--- config.mk ---
export PLATFORM = sky130hd
export DESIGN_NAME = regfile_dump
export DESIGN_NICKNAME = d
export VERILOG_FILES = /design/src/rtl/regfile_dump.sv
export SDC_FILE = /design/constraint.sdc
export NUM_CORES = 1
export LEC_CHECK = 0
export CAP_MARGIN = 20
export CORE_ASPECT_RATIO = 1.1
export CORE_UTILIZATION = 45
export DETAILED_ROUTE_END_ITERATION = 16
export PLACE_DENSITY = 0.87
export SYNTH_ARGS = -nofsm -noshare
export SYNTH_HDL_FRONTEND = slang
export SYNTH_SLANG_ARGS = --single-unit
--- constraint.sdc ---
create_clock -name Clk -period 7.25 [get_ports Clk]
set_clock_uncertainty 0.15 [all_clocks]
set_input_delay 1.0875 -clock Clk [delete_from_list [all_inputs] [get_ports Clk]]
set_output_delay 1.0875 -clock Clk [all_outputs]
set_load 0.02 [all_outputs]
--- src/rtl/regfile_dump.sv ---
// regfile_dump: walks the register file two registers per cycle through the
// asynchronous read ports and streams (address, data) words to a sink over
// a valid/ready handshake.
//
// state     | meaning
// ----------+-----------------------------------------------------------
// S_IDLE    | waiting for Start, read addresses parked at 0
// S_READ    | read ports address pair p, both words captured at the edge
// S_SEND_LO | presenting the even register of pair p
// S_SEND_HI | presenting the odd register of pair p
// S_DONE    | one-cycle completion pulse, then back to idle
module regfile_dump #(
  parameter int NUM_REGS = 32,
  parameter int ADDR_W   = 5,
  parameter int DATA_W   = 32
) (
  input  logic              Clk,
  input  logic              Rst,
  input  logic              Start,
  output logic [ADDR_W-1:0] RdAdr1,
  output logic [ADDR_W-1:0] RdAdr2,
  input  logic [DATA_W-1:0] RdData1,
  input  logic [DATA_W-1:0] RdData2,
  output logic [DATA_W-1:0] OutData,
  output logic [ADDR_W-1:0] OutAdr,
  output logic              OutValid,
  input  logic              OutReady,
  output logic              Busy,
  output logic              Done
);

  typedef enum logic [2:0] {
    S_IDLE,
    S_READ,
    S_SEND_LO,
    S_SEND_HI,
    S_DONE
  } state_t;

  // The pair counter only needs to span NUM_REGS/2 values.
  localparam int PW = ADDR_W - 1;
  localparam logic [PW-1:0] LAST_P = PW'(NUM_REGS / 2 - 1);

  state_t            state_q,    state_d;
  logic [PW-1:0]     p_q,        p_d;
  logic [DATA_W-1:0] buf0_q,     buf0_d;
  logic [DATA_W-1:0] buf1_q,     buf1_d;
  logic [ADDR_W-1:0] rd_adr1_q,  rd_adr1_d;
  logic [ADDR_W-1:0] rd_adr2_q,  rd_adr2_d;
  logic [DATA_W-1:0] out_data_q, out_data_d;
  logic [ADDR_W-1:0] out_adr_q,  out_adr_d;
  logic              out_valid_q, out_valid_d;
  logic              busy_q,     busy_d;
  logic              done_q,     done_d;

  // Next-state, pair counter, capture buffers and registered output values.
  always_comb begin
    state_d     = state_q;
    p_d         = p_q;
    buf0_d      = buf0_q;
    buf1_d      = buf1_q;
    rd_adr1_d   = rd_adr1_q;
    rd_adr2_d   = rd_adr2_q;
    out_data_d  = out_data_q;
    out_adr_d   = out_adr_q;

    unique case (state_q)
      S_IDLE: begin
        if (Start) begin
          p_d     = '0;
          state_d = S_READ;
        end
      end
      S_READ: begin
        buf0_d     = RdData1;
        buf1_d     = RdData2;
        // Output register is loaded straight from the read port so the
        // even word appears in the same cycle the buffers become valid.
        out_data_d = RdData1;
        out_adr_d  = rd_adr1_q;
        state_d    = S_SEND_LO;
      end
      S_SEND_LO: begin
        if (OutReady) begin
          out_data_d = buf1_q;
          out_adr_d  = rd_adr2_q;
          state_d    = S_SEND_HI;
        end
      end
      S_SEND_HI: begin
        if (OutReady) begin
          if (p_q == LAST_P) begin
            state_d = S_DONE;
          end else begin
            p_d     = p_q + 1'b1;
            state_d = S_READ;
          end
        end
      end
      S_DONE: begin
        state_d = S_IDLE;
      end
      default: begin
        state_d = S_IDLE;
      end
    endcase

    // Read addresses change only when a READ is entered and are parked at
    // zero in idle; during the send states they keep the last pair.
    if (state_d == S_READ) begin
      rd_adr1_d = {p_d, 1'b0};
      rd_adr2_d = {p_d, 1'b1};
    end else if (state_d == S_IDLE) begin
      rd_adr1_d = '0;
      rd_adr2_d = '0;
    end

    out_valid_d = (state_d == S_SEND_LO) || (state_d == S_SEND_HI);
    busy_d      = (state_d != S_IDLE);
    done_d      = (state_d == S_DONE);
  end

  // All state and outputs are flops; reset clears everything at once.
  always_ff @(posedge Clk or posedge Rst) begin
    if (Rst) begin
      state_q     <= S_IDLE;
      p_q         <= '0;
      buf0_q      <= '0;
      buf1_q      <= '0;
      rd_adr1_q   <= '0;
      rd_adr2_q   <= '0;
      out_data_q  <= '0;
      out_adr_q   <= '0;
      out_valid_q <= 1'b0;
      busy_q      <= 1'b0;
      done_q      <= 1'b0;
    end else begin
      state_q     <= state_d;
      p_q         <= p_d;
      buf0_q      <= buf0_d;
      buf1_q      <= buf1_d;
      rd_adr1_q   <= rd_adr1_d;
      rd_adr2_q   <= rd_adr2_d;
      out_data_q  <= out_data_d;
      out_adr_q   <= out_adr_d;
      out_valid_q <= out_valid_d;
      busy_q      <= busy_d;
      done_q      <= done_d;
    end
  end

  assign RdAdr1   = rd_adr1_q;
  assign RdAdr2   = rd_adr2_q;
  assign OutData  = out_data_q;
  assign OutAdr   = out_adr_q;
  assign OutValid = out_valid_q;
  assign Busy     = busy_q;
  assign Done     = done_q;

endmodule

Yosys cells after proc, flatten, opt, wreduce, memory -nomap -nowiden

Index checks and enable logic that the tools add are counted.

Flip-flop bits (word level): 89
Input bits: 68
Logic and storage cells: 43
Output and inout port bits: 50

Reductions and logical operators: 7
Muxes and demuxes: 16
Add/subtract/negate cells: 1
Equality and inequality tests: 9

Operators with widths:

| cell                                          | number |
|---|---|
| case mux 32 bit (2 select lines)              | 1 |
| 2-to-1 mux 32 bit                             | 1 |
| 2-to-1 mux 5 bit                              | 4 |
| == test 3 x 2 -> 1 bit, second input constant | 4 |
| 2-to-1 mux 3 bit                              | 4 |
| 2-to-1 mux 4 bit                              | 3 |
| case mux 3 bit (4 select lines)               | 1 |
| case mux 5 bit (2 select lines)               | 1 |
| case mux 4 bit (2 select lines)               | 1 |
| == test 3 x 1 -> 1 bit, second input constant | 2 |
| zero test 3 bit                               | 2 |
| adder 4 x 1 -> 4 bit, second input constant   | 1 |
| == test 4 bit, second input constant          | 1 |
| nonzero test 2 bit                            | 2 |
| == test 3 bit, second input constant          | 1 |
| nonzero test 3 bit                            | 1 |
| inequality test 2 bit, second input constant  | 1 |
| AND reduction 2 bit                           | 1 |
| logical OR 1 bit                              | 1 |

Longest topological paths before layout

Gate-level depths: netlist of run 1.

Word-level depth: 7
Depth in mapped cells: 7
Depth with buffers taken out: 5

Least setup slack after synthesis of run 1

Ideal clock, no wire load.

Path type: input-to-reg
From: input port OutReady
To: register rd_adr2_q[0] (netlist: RdAdr2[0])
Buffers on the path: 0
Required time: 6959 ps
Stages on the path: 4
Arrival: 1945 ps
Library setup time: 141 ps
Path slack: 5014 ps
Cell sequence: or2_2 -> o2111a_1 -> or3_1 -> a21boi_0

Word-level cells in the longest chain between the ends: 4
Elaborated cells on any way between the ends: 7
Classes of those cells: eq/ne (1); mux (4); reduce/logical (2)

RTL lines:

| item                                                      | line     | source |
|---|---|---|
| start: declaration                                        | 27       | `input logic OutReady,` |
| 2-to-1 mux 3 bit (on tied branches)                       | 91, 84   |  |
| case mux 3 bit (4 select lines) (*)                       | 67       | `unique case (state_q)` |
| == test 3 x 1 -> 1 bit or zero test 3 bit (tied branches) | 110, 113 |  |
| 2-to-1 mux 5 bit or nonzero test 2 bit (tied branches)    | --       |  |
| end signal: assignment                                    | 143      | `rd_adr2_q <= rd_adr2_d;` |
| end: declaration                                          | 49       | `logic [ADDR_W-1:0] rd_adr2_q, rd_adr2_d;` |

Every way passes the cells marked *; elsewhere a longest branch is shown, timed or not.
A chain may end at the register's enable or synchronous reset.

Worst setup path after layout of run 1

From: input port OutReady
To: register out_data_q[17] (netlist: OutData[17])

Word-level cells in the longest chain between the ends: 2

RTL lines:

| item                            | line | source |
|---|---|---|
| inequality test 2 bit (no line) | --   |  |
| AND reduction 2 bit (no line)   | --   |  |
| end signal: assignment          | 144  | `out_data_q <= out_data_d;` |
| end: declaration                | 50   | `logic [DATA_W-1:0] out_data_q, out_data_d;` |

Every way passes these cells.

==> results of run 1 <==
cell families (layout without fill, tap and decap cells):
group / Yosys count / after routing / share of synthesized area (%)
and+or+nand+nor: 59 / 59 / 8.31
other: 1 / 1 / 0.104
adders and majority gates: 1 / 1 / 0.348
buffers and inverters: 26 / 139 / 4.63
AOI/OAI and AO/OA: 47 / 47 / 7.72
muxes: 69 / 69 / 20.5
DFF: 84 / 84 / 58.4
synthesized netlist by cell type, types with 2 or more instances:
cell      instances  area share [%]
dfrtp_1          84              58
buf_4            12             2.5
a22o_1            4            0.97
buf_2             7            0.97
nand2_1          40             4.2
mux2i_1          33             9.2
mux2_2           32              10
nor2_1            4            0.42
a21oi_2           2            0.49
inv_1             3            0.31
o21ai_0          35             4.9
buf_6             2            0.63
or2_2             2            0.35
mux2_1            4             1.3
clkbuf_1          2            0.21
layout make-up:
cell class	instances	area, sq um	area share, %
repair buffers	121	1220	24.3
multi-input cells	177	1340	26.8
inverters	3	12.5	0.250
clock inverters	4	48.8	0.975
clock buffers	11	151	3.02
well taps	105	131	2.62
flip-flops and latches	84	2100	42.0
critical path: stages:
cell	delay, ps
clkdlybuf4s50_1	550
a21oi_4	360
buf_4	500
o21ai_0	200
layer usage:
layer | part of all wire [%] | GRT usage [%]
met2 | 52 | 35.8
met5 | 0 | 0
met3 | 5.3 | 4.12
met4 | 1.5 | 7.92
met1 | 41 | 23.1
worst max path at each step:
stage | startpoint | end | slack, ps
floorplan | Rst | Busy | 3850
global placement | OutReady | OutData[10] | 4310
detailed placement | OutReady | OutData[17] | 4200
CTS | OutReady | OutData[17] | 4570
global route | OutReady | RdAdr2[0] | 4450
finish | OutReady | OutData[17] | 4590
state kept, by name, summed over array words and instances (netlist names):
name,count
RdAdr1,1
OutAdr,5
RdAdr2,4
state_q,3
p_q,4
Done,1
Busy,1
OutValid,1
OutData,32
buf1_q,32
power breakdown:
part | switching, mW | internal [mW] | leakage [nW] | total, mW
registers | 0.143 | 0.695 | 1.03 | 0.838
logic | 0.512 | 0.517 | 1.01 | 1.03
clock network | 0.159 | 0.176 | 0.105 | 0.334
total | 0.814 | 1.39 | 2.14 | 2.20
==> qor.csv, run 1 <==
metric;value;unit
post-cts-setup-buffers;0;
max_freq;0.376;GHz
worstPathArrival;2710;ps
cp-start-kind;primary input;
tightest_slew;615;ps
r2r-end;OutData[17];
holdPathEnd;OutData[14];
antenna_found_initial;0;
synthDistinctLibCells;36;
die_w;87.2;microns
worst_slack;4590;ps
avgSynthCellArea;12.5;sq um
end_kind;flop;
hold_buffers;0;
async_flop_share;100;%
dieArea;0.00836;sq mm
min_from;OutData[14];
vdd_drop_max;0.000304;V
slew_headroom;59.0;%
gp_congestion;0.786;
hold_slack;335;ps
slew_viol_final;0;
synth.ff_latch_count;84;
setup_viol;0;
initial_core_util;47.3;%
rows;33;
drv_cap;0;
fin_crit;2660;ps
first_global_vias;2769;
layout_common_cells;116 x clkdlybuf4s50_1, 84 x dfrtp_1, 40 x nand2_1;
clock_latency;350;ps
die_y;95.8;microns
vias_per_cell;4.96;
outcome;completed;
nets;465;
yosysSeqAreaShare;58.4;%
p_total;2.20;mW
r2r_start;state_q[1];
dpl.hpwl;5.39;mm
final_common_cell;clkdlybuf4s50_1;
holdCritPathClass;reg2reg;
io_pins;118;
ant_nets;0;
fin_area;0.00501;sq mm
synthFlopType;dfrtp_1;
num_vias;2507;
fin_crit_sh;36.7;%
path_clk_slew;70;ps
drive_gt1_share;15.8;%
grt_pass1_wl;12.6;mm
tns;0;ps
initialDrtViolationCount;56;
grt_max_degree;85;
pre_cts_ws;4200;ps
syn_to_final_growth;39.2;%
wirelength;7.82;mm
cp_max_fo;58;
diodes;0;
drc;0;
cts_tree;done;
r2r_slack;4790;ps
synthCells;287;
p_per_area;440;mW/mm^2
leakage;2.14;nW
track_usage;19.9;%
core;0.00760;sq mm
crit_required;7300;ps
syn-num-nets;356;
hold_violations;0;
grt-ovfl-total;0;
rsz0062_at_grt;no;
h-tree-depth;3;
dpl-instance-area;0.00478;sq mm
netlist_area;0.00360;sq mm
clockRootBuffer;clkbuf_8;
path_class;in2reg;
ys_warn_count;0;
synth_edf_count;0;
cts-buffers-inserted;9;
clock_path_buffers;2;
fill_cells;617;
r2r_cells;5;
final_util;65.9;%
placed_cells;489;
cts_resized;0;
whs_path_depth;2;
dr.pass1.iters;4;
finalNonFillerCells;505;
io_buffers;116;
cts_sinks;84;
routedWlPerCell;15.5;microns
(Power assumes the default switching activity.)
==> inputs of run 2 (changes only) <==
- clock period: 7.25 -> 2.64 ns (I/O delays scaled with it)
==> run 2 against run 1 <==
Compared with the run above:
- die area unchanged
- count of clock-buffer cells in the layout up 1
- cell count up 0.79%
- sequential cell count unchanged
- largest cell class unchanged
- hold slack worse by 5.0 ps
==> qor.csv, run 2 (same netlist as run 1, synthesis figures left out) <==
metric;value;unit
outcome;completed;
track_usage;19.3;%
drive_gt1_share;16.1;%
cts-buffers-inserted;9;
p_total;6.11;mW
path_clk_slew;80;ps
grt_pass1_wl;12.2;mm
crit_required;2750;ps
leakage;2.14;nW
vdd_drop_max;0.000730;V
setup_viol;0;
tightest_slew;633;ps
fin_crit;2020;ps
crit_chain;ha_1 -> nand3_1 -> o22ai_1 -> or3_1 -> a21boi_0;
ant_nets;0;
initial_core_util;47.3;%
post-cts-setup-buffers;0;
first_global_vias;2627;
routedWlPerCell;14.9;microns
dr.pass1.iters;4;
cp_max_fo;7;
rsz0062_at_grt;no;
worst_slack;622;ps
die_y;95.8;microns
critPathTopFamily;compound AO/OA/AOI/OAI gates;
fin_crit_sh;76.5;%
cts_resized;0;
end_kind;flop;
hold_violations;0;
h-tree-depth;3;
cpPeakStageDelay;530;ps
io_pins;118;
cts_tree;done;
worstPathArrival;2130;ps
drc;0;
final_common_cell;clkdlybuf4s50_1;
finalNonFillerCells;509;
gp_congestion;0.793;
dieArea;0.00836;sq mm
max_freq;0.495;GHz
wirelength;7.57;mm
grt_max_degree;52;
io_buffers;116;
pre_cts_ws;386;ps
clock_latency;330;ps
vias_per_cell;4.97;
slew_viol_final;0;
clockRootBuffer;clkbuf_8;
cpMaxStageDelayCell;o22ai_1;
die_w;87.2;microns
holdCritPathClass;reg2reg;
tns;0;ps
path_class;reg2reg;
nets;468;
core;0.00760;sq mm
antenna_found_initial;0;
initialDrtViolationCount;155;
final_util;66.2;%
slew_headroom;57.8;%
rows;33;
crit_buf_inv;0;
drv_cap;0;
dpl.hpwl;5.31;mm
cp-start-kind;flop;
syn_to_final_growth;39.8;%
diodes;0;
cts_sinks;84;
p_per_area;1210;mW/mm^2
num_vias;2530;
hold_buffers;0;
layout_common_cells;116 x clkdlybuf4s50_1, 84 x dfrtp_1, 40 x nand2_1;
placed_cells;493;
r2r_slack;620;ps
grt-ovfl-total;0;
clock_path_buffers;2;
run 2: cell types whose count changed in the layout (fill, tap and decap cells not counted), sizes merged:
cell / delta
clkinvlp: +2
buf: +3
clkinv: -3
bufinv: +1
clkbuf: +1
run 2: final timing paths:
kind	start	end	depth (start not counted)
worst max-delay path	p_q[0]	RdAdr2[0]	5
worst min-delay path	OutData[30]	OutData[30]	2
worst max register to register	p_q[0]	RdAdr2[0]	5
worst min register to register	OutData[30]	OutData[30]	2
max in group asynchronous	Rst	buf1_q[30]	3
min in group asynchronous	Rst	buf1_q[24]	3
run 2: final cells by class:
class / instances / area, sq um
Clock buffer: 12 / 145
Clock inverter: 4 / 72.6
Fill cell: 595 / 2570
Inverter: 3 / 15.0
Multi-Input combinational cell: 177 / 1340
Sequential cell: 84 / 2100
Tap cell: 105 / 131
Timing Repair Buffer: 124 / 1220
run 2: metrics by stage:
stage          hold WS, ps  instance area (sq um)
4_1_cts                338                   5030
3_3_place_gp           311                   4810
6_report               330                   5030
3_5_place_dp           320                   4810
5_1_grt                346                   5030
2_1_floorplan          330                   3600
run 2: where the power goes:
| part | internal (mW) | total (mW) | switching, mW | leakage, nW |
|---|---|---|---|---|
| combinational | 1.44 | 2.84 | 1.39 | 1.01 |
| clock | 0.558 | 0.987 | 0.428 | 0.107 |
| sequential | 1.91 | 2.29 | 0.378 | 1.03 |
run 2: tightest hold or removal path, cell delays in order (launching register included):
cell and delay, ps:
dfrtp_1 340, nand2_1 50, o21ai_0 60
run 2: routing by layer:
| layer | GRT usage [%] | vias to the layer above | part of all wire (%) |
|---|---|---|---|
| met5 | 0 | - | 0 |
| met2 | 33.2 | 77 | 50 |
| met3 | 4.46 | 10 | 5.2 |
| met4 | 7.10 | 0 | 1.3 |
| met1 | 23.7 | 1230 | 43 |
| li1 | - | 1213 | - |
==> inputs of run 3 (changes only) <==
- CORE_UTILIZATION: 45 -> 41
- PLACE_DENSITY: 0.87 -> 0.83
- clock period: 2.64 -> 1.7 ns (I/O delays scaled with it)
==> run 3 against run 2 <==
Compared with the run above:
- the flow now finishes with violations (setup timing)
- setup slack got worse by 660 ps
- routed wire length rose by 8.3%
- total power rose by 65%
- first-iteration DRC count fell by 64%
- sequential cell count did not move
==> qor.csv, run 3 (same netlist as run 1, synthesis figures left out) <==
metric;value;unit
outcome;complete, but fails checks;
violations;setup timing;
regArea;0.00211;sq mm
placed_cells;515;
initialDrtViolationCount;56;
worstPathArrival;1810;ps
max_freq;0.577;GHz
die_w;91.3;microns
final_common_cell;dfrtp_1;
cpMaxStageDelayCell;or4b_4;
cts_tree;done;
die_y;100;microns
grt_pass1_wl;12.5;mm
gp_congestion;0.816;
cts-buffers-inserted;9;
first_global_vias;2687;
setup_viol;1;
routedWlPerCell;15.3;microns
worst_slack;-34.2;ps
rows;35;
slew_viol_final;0;
cts_sinks;84;
fill_cells;683;
cp_max_fo;7;
crit_chain;or4b_4 -> a22oi_2 -> a21oi_2 -> a22o_1;
wl_met1;3.70;mm
antenna_found_initial;0;
tns;-34.2;ps
cp-start-kind;flop;
h-tree-depth;3;
clockRootBuffer;clkbuf_8;
dpl.hpwl;5.51;mm
initial_core_util;42.6;%
layout_common_cells;81 x dfrtp_1, 68 x clkdlybuf4s50_1, 44 x dlygate4sd2_1;
rsz0062_at_grt;yes;
cp-startpoint;state_q[0];
vias_per_cell;4.88;
track_usage;17.3;%
final_util;63.6;%
num_vias;2618;
p_per_area;1880;mW/mm^2
diodes;0;
io_buffers;116;
dieArea;0.00915;sq mm
fin_area;0.00538;sq mm
hold_buffers;0;
wl_met3;322;microns
drive_gt1_share;26.4;%
fin_crit_sh;102;%
r2r_start;state_q[0];
ant_nets;0;
clock_path_buffers;2;
clock_latency;330;ps
drc;0;
core;0.00845;sq mm
grt-ovfl-total;0;
multi_input_area;0.00142;sq mm
crit_required;1780;ps
dr_wl_met2;4.13;mm
highest_layer;met4;
syn_to_final_growth;49.5;%
wirelength;8.20;mm
fin_crit;1730;ps
grt_max_degree;44;
nets;490;
dpl-instance-area;0.00502;sq mm
io_pins;118;
drv_cap;0;
vdd_drop_max;0.00111;V
hold_violations;0;
end_kind;flop;
path_clk_slew;90;ps
dr.pass1.iters;4;
finalNonFillerCells;536;
holdCritPathClass;in2async;
leakage;2.48;nW
cpPeakStageDelay;560;ps
path_class;reg2reg;
-- run 3: final cells by class --
cell class                 count  share of cell area [%]
multi-input combinational    177                    26.5
timing repair buffer         146                    27.7
tap                          111                    2.58
clock inverter                 5                    1.44
clock buffer                  10                    2.37
sequential                    84                    39.2
inverter                       3                   0.279
-- run 3: critical path, delay by kind of cell (launching register included) --
kind / cells / cell delay (ps)
flops: 1 / 470
simple gates: 1 / 560
compound gates: 3 / 450
-- run 3: worst paths after layout --
kind | endpoint | slack [ps] | depth (start not counted)
max | RdAdr2[3] | -30 | 4
min | OutData[14] | 210 | 3
min in group Clk | OutData[4] | 330 | 2
min reg2reg | OutData[4] | 330 | 2
max in group asynchronous | state_q[2] | 960 | 3
max reg2reg | RdAdr2[3] | -30 | 4
-- run 3: timing repair --
action / 4_1_cts / 5_1_grt
buffers inserted: 0 / 2
pin swaps: 1 / 6
cloned: 0 / 4
setup endpoints to repair: 61 / 52
resized for setup: 47 / 47
-- run 3: layer usage --
layer	global-route usage [%]	vias up
li1	-	1260
met1	21.0	1280
met2	31.5	73
met3	3.03	5
met4	5.25	0
met5	0	-
-- run 3: report_power, final --
part	leakage (nW)	switching, mW	internal [mW]
clock	0.102	0.676	0.816
combinational	1.36	2.48	2.57
sequential	1.02	0.578	2.97
-- run 3: stage by stage --
step	setup WS, ps	power, mW	hold WS [ps]
after floorplan	5.93	6.44	257
after global placement	-228	8.22	313
after detailed placement	-258	8.39	320
after CTS	-28.0	9.54	192
after global routing	-77.4	10.7	196
final	-34.2	10.1	209
